==> src/rtl/cordic_iter_sequencer.sv <==
// cordic_iter_sequencer: start/done CORDIC shift-index scheduler; hyperbolic repeats (k=4,13,40,..) under CORDIC_HYP_REP_EN.
// Latency: first step visible the cycle after start; backpressure: stall freezes every output until the step is accepted.
module cordic_iter_sequencer #(
  parameter int N_ITER = 16,
  parameter int IDX_W  = 5
) (
  input  logic             clk,
  input  logic             rst,
  input  logic             start,
  input  logic             mode,
  input  logic             stall,
  output logic             busy,
  output logic             iter_valid,
  output logic [IDX_W-1:0] shift_idx,
  output logic             rep_flag,
  output logic             first,
  output logic             last,
  output logic [IDX_W-1:0] step_cnt,
  output logic             done
);

  typedef enum logic [1:0] {S_IDLE, S_RUN, S_DONE} state_t;

  localparam logic [IDX_W-1:0] LAST_IDX = IDX_W'(N_ITER - 1);
  localparam logic [IDX_W-1:0] IDX_ONE  = IDX_W'(1);

  state_t           state;
  logic [IDX_W-1:0] start_idx;
  logic [IDX_W-1:0] idx_nxt;
  logic             last_start;
  logic             last_nxt;

  assign start_idx = {{(IDX_W-1){1'b0}}, mode};

`ifdef CORDIC_HYP_REP_EN
  localparam logic [IDX_W+1:0] REP_FIRST = (IDX_W+2)'(4);
  localparam logic [IDX_W+1:0] REP_ONE   = (IDX_W+2)'(1);

  logic             hyp_q;
  logic [IDX_W+1:0] next_rep;
  logic [IDX_W+1:0] nrep_nxt;
  logic             rep_nxt;
  logic             rep_hit;

  // next_rep carries two extra bits so 3k+1 never wraps below a reachable index
  always_comb begin
    rep_hit    = hyp_q && !rep_flag && ({2'b00, shift_idx} == next_rep);
    idx_nxt    = rep_hit ? shift_idx : shift_idx + IDX_ONE;
    rep_nxt    = rep_hit;
    nrep_nxt   = rep_flag ? (next_rep << 1) + next_rep + REP_ONE : next_rep;
    last_nxt   = (idx_nxt == LAST_IDX) &&
                 (!hyp_q || rep_nxt || ({2'b00, idx_nxt} != nrep_nxt));
    last_start = (start_idx == LAST_IDX) &&
                 (!mode || ({2'b00, start_idx} != REP_FIRST));
  end
`else
  assign rep_flag = 1'b0;

  always_comb begin
    idx_nxt    = shift_idx + IDX_ONE;
    last_nxt   = (idx_nxt == LAST_IDX);
    last_start = (start_idx == LAST_IDX);
  end
`endif

  always_ff @(posedge clk) begin
    if (rst) begin
      state      <= S_IDLE;
      busy       <= 1'b0;
      iter_valid <= 1'b0;
      shift_idx  <= '0;
      first      <= 1'b0;
      last       <= 1'b0;
      step_cnt   <= '0;
      done       <= 1'b0;
`ifdef CORDIC_HYP_REP_EN
      hyp_q      <= 1'b0;
      rep_flag   <= 1'b0;
      next_rep   <= '0;
`endif
    end else begin
      case (state)
        S_IDLE: begin
          if (start) begin
            state      <= S_RUN;
            busy       <= 1'b1;
            iter_valid <= 1'b1;
            shift_idx  <= start_idx;
            first      <= 1'b1;
            last       <= last_start;
            step_cnt   <= '0;
`ifdef CORDIC_HYP_REP_EN
            hyp_q      <= mode;
            rep_flag   <= 1'b0;
            next_rep   <= REP_FIRST;
`endif
          end
        end
        S_RUN: begin
          if (!stall) begin
            step_cnt <= step_cnt + IDX_ONE;
            first    <= 1'b0;
            if (last) begin
              state      <= S_DONE;
              iter_valid <= 1'b0;
              last       <= 1'b0;
              done       <= 1'b1;
`ifdef CORDIC_HYP_REP_EN
              rep_flag   <= 1'b0;
`endif
            end else begin
              shift_idx <= idx_nxt;
              last      <= last_nxt;
`ifdef CORDIC_HYP_REP_EN
              rep_flag  <= rep_nxt;
              next_rep  <= nrep_nxt;
`endif
            end
          end
        end
        S_DONE: begin
          state     <= S_IDLE;
          busy      <= 1'b0;
          done      <= 1'b0;
          shift_idx <= '0;
          step_cnt  <= '0;
        end
        default: state <= S_IDLE;
      endcase
    end
  end

endmodule

==> config.mk <==
export PLATFORM = sky130hd
export DESIGN_NAME = cordic_iter_sequencer
export DESIGN_NICKNAME = d
export VERILOG_FILES = /design/src/rtl/cordic_iter_sequencer.sv
export SDC_FILE = /design/constraint.sdc
export NUM_CORES = 1
export LEC_CHECK = 0
export ABC_AREA = 0
export CORE_MARGIN = 2
export CORE_UTILIZATION = 30
export CTS_CLUSTER_DIAMETER = 100
export CTS_CLUSTER_SIZE = 10
export DETAILED_ROUTE_END_ITERATION = 16
export DONT_BUFFER_PORTS = 1
export SLEW_MARGIN = 20
export SYNTH_ARGS = -nofsm -noshare
export SYNTH_HDL_FRONTEND = slang
export SYNTH_SLANG_ARGS = --single-unit
==> constraint.sdc <==
create_clock -name clk -period 4.1 [get_ports clk]
set_clock_uncertainty 0.1 [all_clocks]
set_input_delay 0.615 -clock clk [delete_from_list [all_inputs] [get_ports clk]]
set_output_delay 0.615 -clock clk [all_outputs]
set_load 0.02 [all_outputs]
==> reports/metrics.csv <==
metric,value,unit
"Power, Total",548,uW
flop2flop setup slack,1870,ps
Slew HR,58.4,%
crit-path cells,inv_1 > ha_1 > nor2b_4 > or3b_1 > or4_1 > a21oi_1,
Yosys top cell area share,36.4,%
CTS Buffer Depth,2,
quantity of gates resized following cts,0,
1st-iter DRT viols,33,
CP max stage cell,or4_1,
number of remaining DRC errors,0,
most frequent cell after synthesis,dfxtp_1,
Antenna diodes,0,
detailed placement HPWL,1360,um
synth cell count leaders,"dfxtp_1 (17), a21oi_1 (10), nor2_1 (10)",
Final Max Slew Viols,0,
CTS Root Cell,clkbuf_4,
clock sinks,17,
DP Worst Slack,1880,ps
Syn Inst Count,108,
Crit Path Class,reg2reg,
status,"complete, no violations",
clk_lat worst skew,290,ps
mapped cell area,935,sq um
main flop type after synthesis,dfxtp_1,
# Post-CTS Setup Buffers,0,
io pins,21,
starting density of the core,31.1,%
gr usage total,11.5,%
synthesis-stage register bit count,17,
Hold WC Path Type,in2reg,
Setup TNS,0,ps
syn avg cell area,8.65,sq um
MaxCap Viol Count,0,
# hold bufs at CTS,0,
core area,0.00300,sq mm
Synth cell types,34,
gpl congestion,0.757,
crit start category,flop,
# setup viols final,0,
Worst Tran Pin Value,618,ps
post-route antenna net violation count,0,
"Max FO, Critical Path",12,
Die Area,0.00358,sq mm
"EDFF count, synth",0,
CP max stage delay,530,ps
nets,122,
drt wl/cell,12.5,um
worst endpoint data arrival time,2370,ps
register area,340,sq um
core occupancy in the finished layout,32.6,%
total CTS buffers,3,
"Hold Violations, Final",0,
Crit. End Element,flop,
dominant cell type by area after synthesis,dfxtp_1,
FMAX,0.448,GHz
CTS tree,yes,
Worst EP required,4230,ps
Worst-path clk slew,100,ps
design area,978,sq um
Rows,20,
"Async S/R FF share, synth",0,%
"top cells by area, synth","dfxtp_1 (36%), ha_1 (12%), a21oi_1 (5.4%)",
vias in the first global route,664,
Pwr Density,560,mW/mm^2
Via density,5.14,
hold_ws,276,ps
Yosys warning count,0,
worst-case vdd ir drop,0.000141,V
GRT overflow,0,
area delta synth->final,4.69,%
Tmin final,2230,ps
largest net degree at the start of global routing,14,
fraction of layout instances using a drive strength above 1,4.67,%
post-route non-filler standard cell count,140,
die height,59.8,um
die width,59.8,um
IO buf count,0,
Fillers,312,
sequential area share after synthesis,36.4,%
Final Cycle Share,54.5,%
initial antenna violation count,0,
RSZ-0062 raised after global routing,no,
H-tree levels,1,
placed inst area,952,sq um
total routed wirelength,1750,um
Vias,719,
worst setup margin,1870,ps
DRT Pass-1 Iters,4,
Cells after DPL,136,
first-pass GRT wire length,3070,um
leakage power,0.375,nW
syn_nets,122,
area of the multi-input gates,544,sq um
==> area by class of cell <==
type / instances / share of cell area [%]
clock buffers: 4 / 2.69
inverters: 7 / 2.69
multi-input cells: 79 / 55.6
flip-flops and latches: 17 / 34.8
well taps: 33 / 4.22
==> power by group <==
group	internal, mW	switching (mW)
clock	0.0379	0.0529
combinational	0.0877	0.118
sequential	0.194	0.0578
total	0.320	0.228
==> logic make-up after synthesis <==
| family | count (synthesis) | share of synthesized area [%] |
|---|---|---|
| compound gates | 23 | 13.9 |
| fa+ha+maj | 9 | 12.0 |
| mux | 3 | 3.21 |
| buf+inv | 12 | 5.35 |
| xor+xnor | 6 | 5.62 |
| other cells | 1 | 0.401 |
| flops | 17 | 36.4 |
| simple gates | 37 | 23.0 |
==> state kept, by name, indices dropped and copies added, names as in the netlist <==
signal,count
state,2
first,1
busy,1
iter_valid,1
done,1
shift_idx,5
step_cnt,5
last,1
==> layout by cell type (no fill, tap or decap), types with 4 or more instances in the layout <==
cell     synthesis  routed
nand2_1          4       4
nor2_1          10      10
dfxtp_1         17      17
o21ai_0          6       6
xnor2_1          4       4
a21oi_1         10      10
inv_1            7       7
nor3_1           4       4
ha_1             9       9
==> final timing paths <==
kind,startpoint,to,cells after the start
max reg2reg,state[0]$_SDFFE_PP0P_,shift_idx[4]$_SDFFE_PP0P_,6
min,rst,shift_idx[4]$_SDFFE_PP0P_,1
max,state[0]$_SDFFE_PP0P_,shift_idx[4]$_SDFFE_PP0P_,6
min reg2reg,state[1]$_SDFFE_PP0P_,state[1]$_SDFFE_PP0P_,2
==> layer usage <==
metal,track usage (%),vias up,part of all wire (%)
li1,-,369,-
met1,14.9,330,45
met4,6.67,0,2.5
met2,17.1,15,48
met3,2.81,5,3.9
met5,0,-,0
==> critical path, delay by kind of cell (launching register included) <==
kind / cells / cell delay [ps]
DFF: 1 / 420
adders and majority gates: 1 / 240
buffers and inverters: 1 / 100
and+or+nand+nor: 3 / 1190
AOI/OAI and AO/OA: 1 / 120
No activity file was read; power rests on OpenSTA's default activity.
